<file path="src/rtl/proc_ctrl.sv">
// proc_ctrl: control sequencer for a simple bus-based processor.
//
// It latches a 9-bit instruction from din[8:0] and steps a 4-state FSM
// (T0..T3) to execute mv, mvi, add and sub. It is the only source of the
// ALU stage's ain/gin/sub controls, the register-file load/drive enables
// and the bus source selects.
//
// Ports:
//   clock    in            system clock, rising edge
//   reset    in            synchronous, active-high reset
//   run      in            start request, sampled only in T0
//   din      in  [DATA_W]  instruction / immediate word; din[8:0] loads IR
//   ir       out [9]       current instruction register
//   irin     out           IR load enable (asserted in T0 while run=1)
//   rin      out [NREG]    one-hot register load enables
//   rout     out [NREG]    one-hot register bus-drive enables
//   gout     out           G register drives the bus
//   dinout   out           din drives the bus
//   ain      out           ALU A-register load
//   gin      out           ALU G-register load
//   sub      out           ALU subtract select (1 = A - bus)
//   done     out           one-cycle pulse on the final step of an instruction
//   o_state  out [2]       current FSM step (0=T0 .. 3=T3), for observability
//
// Handshake: in T0 the block accepts an instruction on any edge where
// run=1 (irin mirrors run in that cycle). run is ignored in T1..T3, so
// holding it high chains instructions back to back. done marks the cycle
// in which the last register write of the instruction happens.
//
// All outputs are combinational decodes of the registered state and IR.

module proc_ctrl #(
    parameter int DATA_W = 16,
    parameter int NREG   = 8
) (
    input  logic              clock,
    input  logic              reset,
    input  logic              run,
    input  logic [DATA_W-1:0] din,
    output logic [8:0]        ir,
    output logic              irin,
    output logic [NREG-1:0]   rin,
    output logic [NREG-1:0]   rout,
    output logic              gout,
    output logic              dinout,
    output logic              ain,
    output logic              gin,
    output logic              sub,
    output logic              done,
    output logic [1:0]        o_state
);

    typedef enum logic [1:0] {
        T0 = 2'd0,
        T1 = 2'd1,
        T2 = 2'd2,
        T3 = 2'd3
    } state_t;

    localparam logic [2:0] OP_MV  = 3'b000;
    localparam logic [2:0] OP_MVI = 3'b001;
    localparam logic [2:0] OP_ADD = 3'b010;
    localparam logic [2:0] OP_SUB = 3'b011;

    state_t      r_state;
    logic [8:0]  r_ir;

    logic [2:0]      w_op;
    logic [2:0]      w_x;
    logic [2:0]      w_y;
    logic            w_is_arith;
    logic [NREG-1:0] w_x_hot;
    logic [NREG-1:0] w_y_hot;

    // Only the low nine bits of din form an instruction; the rest feed the
    // datapath elsewhere and are deliberately ignored here.
    logic w_unused_din;
    assign w_unused_din = ^din[DATA_W-1:9];

    assign w_op       = r_ir[8:6];
    assign w_x        = r_ir[5:3];
    assign w_y        = r_ir[2:0];
    assign w_is_arith = (w_op == OP_ADD) || (w_op == OP_SUB);
    assign w_x_hot    = NREG'(1) << w_x;
    assign w_y_hot    = NREG'(1) << w_y;

    always_ff @(posedge clock) begin
        if (reset) begin
            // Abandons any instruction in flight; T0 decodes no enables.
            r_state <= T0;
            r_ir    <= '0;
        end else begin
            case (r_state)
                T0: begin
                    if (run) begin
                        r_ir    <= din[8:0];
                        r_state <= T1;
                    end
                end
                T1:      r_state <= w_is_arith ? T2 : T0;
                T2:      r_state <= T3;
                T3:      r_state <= T0;
                default: r_state <= T0;
            endcase
        end
    end

    always_comb begin
        irin   = 1'b0;
        rin    = '0;
        rout   = '0;
        gout   = 1'b0;
        dinout = 1'b0;
        ain    = 1'b0;
        gin    = 1'b0;
        sub    = 1'b0;
        done   = 1'b0;
        case (r_state)
            T0: irin = run;
            T1: begin
                case (w_op)
                    OP_MV: begin
                        rout = w_y_hot;
                        rin  = w_x_hot;
                        done = 1'b1;
                    end
                    OP_MVI: begin
                        dinout = 1'b1;
                        rin    = w_x_hot;
                        done   = 1'b1;
                    end
                    OP_ADD, OP_SUB: begin
                        rout = w_x_hot;
                        ain  = 1'b1;
                    end
                    default: done = 1'b1;  // NOP: finish with no enables
                endcase
            end
            T2: begin
                // Reached only by add/sub; with X = Y the bus simply carries
                // the same register that A captured in T1.
                rout = w_y_hot;
                gin  = 1'b1;
                sub  = (w_op == OP_SUB);
            end
            T3: begin
                gout = 1'b1;
                rin  = w_x_hot;
                done = 1'b1;
            end
            default: ;
        endcase
    end

    assign ir      = r_ir;
    assign o_state = r_state;

endmodule

</file>
<file path="config.mk">
export PLATFORM = sky130hd
export DESIGN_NAME = proc_ctrl
export DESIGN_NICKNAME = d
export VERILOG_FILES = /design/src/rtl/proc_ctrl.sv
export SDC_FILE = /design/constraint.sdc
export NUM_CORES = 1
export LEC_CHECK = 0
export ABC_AREA = 1
export CAP_MARGIN = 5
export CORE_ASPECT_RATIO = 1.75
export CORE_MARGIN = 1.5
export CORE_UTILIZATION = 35
export CTS_CLUSTER_SIZE = 40
export DETAILED_ROUTE_END_ITERATION = 16
export PLACE_DENSITY = 0.79
export SLEW_MARGIN = 10
export SYNTH_ARGS = -nofsm -noshare
export SYNTH_HDL_FRONTEND = slang
export SYNTH_SLANG_ARGS = --single-unit
</file>
<file path="constraint.sdc">
create_clock -name clock -period 1.7 [get_ports clock]
set_input_delay 0.17 -clock clock [delete_from_list [all_inputs] [get_ports clock]]
set_output_delay 0.17 -clock clock [all_outputs]
set_load 0.02 [all_outputs]
</file>
==> flow_summary.toml <==
[timing]
setup_viol = 5
fmax_ghz = 0.5728
fin_skew_ns = 0.004782
holdWs_ns = 0.4303
finalCritPeriodShare = 1.027
worstMarginPinSlew_ns = 0.4589
rsz0062_at_grt = "yes"
period_needed_ns = 1.746
slew-limit-headroom = 0.6931
fin_tns_setup_ns = -0.1579
final_hold_viol_count = 0
worst_slack_ns = -0.04582
slew_viol_final = 0

[synth]
synth.most_common_cell = "nor2_1"
netlist_instances = 123
yosys-top-cells-count = "20 x nor2_1, 16 x inv_1, 14 x nand2_1, 14 x nand3_1, 11 x dfxtp_1"
synth_top_cell_area_share = 0.2763
synth_edf_count = 0
synth_area_per_cell_sq_um = 6.480
yosysWarnings = 0
ys_seq_area_frac = 0.2763
synthFlopType = "dfxtp_1"
synth-async-reset-ratio = 0
syn-cell-area_sq_um = 797.0
synth_area_leaders = "dfxtp_1 28%, nor2_1 9.4%, nand3_1 8.8%"
ys_ff_latch = 11
synth_fp_nets = 147
synthDistinctLibCells = 17
synth_area_leader_cell = "dfxtp_1"

[final_layout]
final_area_sq_um = 1569
nNetsFinal = 213
drive_gt1_frac = 0.4415
finish.utilization = 0.7403
area_growth_pct = 96.86
diodes = 0
stdcell_count = 212

[clocking]
cts.clk_slew.worst_paths_ns = 0.08
cts-root-buf = "clkbuf_4"
clkLatencyLatePin_ns = 0.29
clockBufferDepth = 2
cts_tree = "built"
ctsHtreeMaxLevel = 1
cts.sinks = 11
hold_buffers = 0
cts_inserted_buffers = 3

[placed_design]
dpl.hpwl_um = 2130
placedInstanceArea_sq_um = 1408
routabilityCongestion = 0.7419
dp.cells = 204
port_buffers = 45

[setup_path]
crit_required_ns = 1.53
crit_family = "buffers and inverters"
startpoint_type = "register"
critPathBufInv = 4
crit_chain = "inv_2 > ha_4 > buf_12 > a21oi_4 > buf_6 > nor4_4 > buf_4"
slowest_stage = "dfxtp_2"
crit_path_end_kind = "primary output"
critPathMaxFanout = 7
worst_ep_arrival_time_ns = 1.58
max_stage_delay_ns = 0.34
crit_type = "reg2out"

[global_routing]
antenna_found_initial = 0
grt_pass1_wl_um = 4692
gr-total-overflow = 0
grt_usage = 0.2529
grt_max_degree = 18
grt_pass1_vias = 1115

[power_and_ir_drop]
ir_worst_vdd_mv = 0.7096
power_density_nw_per_um2 = 957.3
p_leak_nw = 0.6588

[detailed_routing]
wl_per_cell_um = 14.27
vias = 1101
ant_nets = 0
firstDrtPassIters = 4
remaining_drc_errors = 0
drtIter0Drc = 28
via_per_inst = 5.193
wl_um = 3025

[min_path]
hold_path.class = "in2reg"

[outcome]
failed_checks = "setup timing"
run_status = "finished with violations"

[floorplanning]
chipWidth_um = 39.07
row_count = 22
initial_core_util = 0.3760
num_io_pins = 53
core_sq_um = 2120
die_area_sq_um = 2584
fp.dieH_um = 66.13

[job]
max_cap_violations = 0
[timing repair]
| item | 4_1_cts | 5_1_grt |
|---|---|---|
| gates cloned | 0 | 0 |
| endpoints found under the setup margin | 23 | 18 |
| pin swaps | 4 | 6 |
| buffers inserted | 3 | 1 |
| gates resized for setup | 111 | 34 |
[final cells by class]
type                            instances  area [sq um]
Multi-Input combinational cell         90         655.6
Timing Repair Buffer                   66         559.3
Fill cell                             151         550.5
Sequential cell                        11         226.5
Inverter                               17         71.32
Tap cell                               24         30.03
Clock buffer                            4         26.28
[worst reg2reg max path: stages, from the launching register on]
cell and delay [ns]:
dfxtp_2 0.34, inv_2 0.05, buf_4 0.12, buf_4 0.14, ha_4 0.16, nand2_2 0.07, buf_4 0.22, nor2_1 0.08
a211oi_1 0.22
[through the flow]
stage / total power [mW] / setup WS [ns]
2_1_floorplan: 0.7611 / -0.1279
3_3_place_gp: 1.087 / -0.2749
3_5_place_dp: 1.107 / -0.3110
4_1_cts: 1.377 / -0.06502
5_1_grt: 1.594 / -0.1010
6_report: 1.502 / -0.04582
[worst paths after layout]
| check | from | to | slack (ns) | depth (start not counted) |
|---|---|---|---|---|
| worst max-delay path | register | rin[1] | -0.05 | 7 |
| worst max register to register | register | ir[4]$_SDFFE_PP0P_ | 0.20 | 8 |
| worst min-delay path | din[7] | ir[7]$_SDFFE_PP0P_ | 0.43 | 3 |
| worst min register to register | ir[1]$_SDFFE_PP0P_ | ir[1]$_SDFFE_PP0P_ | 0.54 | 2 |
[sequential cells by signal, summed over array words and instances, names as in the netlist, named ones only]
register	cells
ir	9
o_state	1
[power breakdown]
| part | internal (mW) | switching [mW] |
|---|---|---|
| combinational | 0.413 | 0.528 |
| clock | 0.0914 | 0.102 |
| sequential | 0.307 | 0.0607 |
[logic make-up after synthesis]
family / count (synthesis) / synth area share
AOI/OAI and AO/OA: 21 / 0.1633
DFF: 11 / 0.2763
and+or+nand+nor: 64 / 0.3721
adders and majority gates: 5 / 0.07849
buffers and inverters: 22 / 0.1099
[cell usage in the layout, fill, tap and decap left out, types with 3 or more instances in the layout]
cell and count:
ha_4 3, nand2_1 13, nor3_1 5, nand2_2 3, clkdlybuf4s50_1 22, buf_6 4
dfxtp_1 8, inv_1 11, buf_4 26, a211oi_1 9, nor2_1 18, clkbuf_4 3
a21oi_2 7, nand3_1 7, inv_2 3, nand3_2 7, nor4_1 4, buf_2 9
inv_4 3
[layer usage]
layer | part of all wire | global-route usage
met4 | 0.030 | 0.1379
met5 | 0 | 0
met3 | 0.041 | 0.01347
met1 | 0.36 | 0.2765
met2 | 0.56 | 0.4521
(Power assumes the default switching activity.)
==> edit, RTL diff (same flow settings) <==
Change the parameter `NREG` from 8 to 12.
--- a/src/rtl/proc_ctrl.sv
+++ b/src/rtl/proc_ctrl.sv
@@ -32,5 +32,5 @@
 module proc_ctrl #(
     parameter int DATA_W = 16,
-    parameter int NREG   = 8
+    parameter int NREG   = 12
 ) (
     input  logic              clock,
Interface: changed (resized rin and rout); port bits go from 53 to 61. No check against the original RTL was run, so the function may have changed too.
==> edit against the original RTL <==
The run still ends with setup timing left. Highest routed layer unchanged. Register-to-register slack improved by 0.04 ns. Final area grew 10%. Via count grew 11%. Clock skew shrank 0.0040 ns. Fmax decreased by 1.7%. Critical endpoint is now rin[5]. Worst hold slack better by 0.051 ns. Sequential power fell by 3%. Sequential cell count is the same. Setup slack lost 0.029 ns. Total power is 13% higher. Wire length up 31%. Combinational power increased by 13%. Die area rose by 7.5%. Area after synthesis is 8.0% higher.
==> edit: results (changes against the original RTL) <==
metric	value	unit	change
failing checks	setup timing		
Tot GR Track Use	27.74	%	+2.4 points
layout cell share with drive strength beyond 1	44.12	%	about the same
unique cell type count in the Yosys netlist	19		+2
sequential area share after synthesis	25.58	%	-2.0 points
Max stage delay cell, worst path	dfxtp_1		
Worst VDD drop	0.7461	mV	+5.1%
crit path max fanout	6		-1
worst setup margin	-0.07520	ns	-0.02938 ns
status	finished with violations		
crit path DAT	1.61	ns	+0.03 ns
Worst Skew	0.0008320	ns	-0.003950 ns
via count	1225		+11%
initial antenna violation count	0		unchanged
Routability Congestion	0.8152		+9.9%
family with the most delay on the worst path	simple AND/OR/NAND/NOR gates		
fin nets	229		+7.5%
Area contributors post-synth	dfxtp_1 26%, nor2_1 8.7%, nand3_1 8.1%		
Final HPWL DP	2.452	mm	+15%
max FFs per register	9		unchanged
final setup fails	7		+2
clock root buffer	clkbuf_8		
leakage dissipation	0.7431	nW	+13%
Clk Latency, worst-skew pair	0.25	ns	-0.04 ns
initial drt markers	84		+200%
first-pass GRT wire length	5.161	mm	+10%
Reg clk slew, reported paths	0.05	ns	-0.03 ns
Largest stage delay, worst path	0.35	ns	
routed len/inst	17.28	microns	+21%
## edit: cell types whose count changed after synthesis, sizes merged
cell / change
buf: +8
conb: +1
## edit: layout make-up
type / count / area [sq um]
sequential: 11 / 222.7
clock buffer: 4 / 45.04
multi-input combinational: 98 / 716.9
fill: 169 / 575.6
tap: 25 / 31.28
inverter: 17 / 73.82
timing repair buffer: 74 / 636.9
## edit: final timing paths
kind              start  endpoint  slack [ns]  depth (start not counted)
max               ir[7]    rin[5]       -0.08                          5
min              din[7]     ir[7]        0.48                          3
max reg2reg  o_state[0]     ir[1]        0.24                          7
min reg2reg       ir[0]     ir[0]        0.55                          2
## edit: metrics by stage
stage          setup slack, ns  TNS [ns]  hold WS [ns]  area (sq um)  cells
2_1_floorplan          -0.1279   -0.7677        0.2485         913.4    139
3_3_place_gp           -0.2204    -3.329        0.5209          1476    218
3_5_place_dp           -0.3295    -4.441        0.5310          1476    218
4_1_cts                -0.1470   -0.5933        0.4973          1595    228
5_1_grt                -0.1143   -0.7267        0.5243          1727    229
6_report              -0.07520   -0.3557        0.4812          1727    229
## edit: what timing repair did
| item | in CTS | in global routing |
|---|---|---|
| setup endpoints to repair | 23 | 20 |
| setup buffers | 6 | 1 |
| resized for setup | 108 | 36 |
| pin swaps | 5 | 6 |
## edit: worst min-delay path: stages
cell and delay [ns]:
clkdlybuf4s50_1 0.40, nand2_1 0.07, a21oi_1 0.05
## edit: layer usage
layer,share of wire (%),global-route usage (%)
met1,36,25.98
met2,57,48.21
met4,2.8,20.42
met5,0,0
met3,4.5,6.731
## edit: cells by family after synthesis
group	synth area share, %
fa+ha+maj	7.267
other cells	0.4356
flops	25.58
buf+inv	17.15
compound gates	15.12
simple gates	34.45
## edit: where the power goes
group	internal, mW	switching (mW)	total (mW)
logic	0.448	0.614	1.06
clock network	0.166	0.117	0.284
registers	0.305	0.0517	0.357
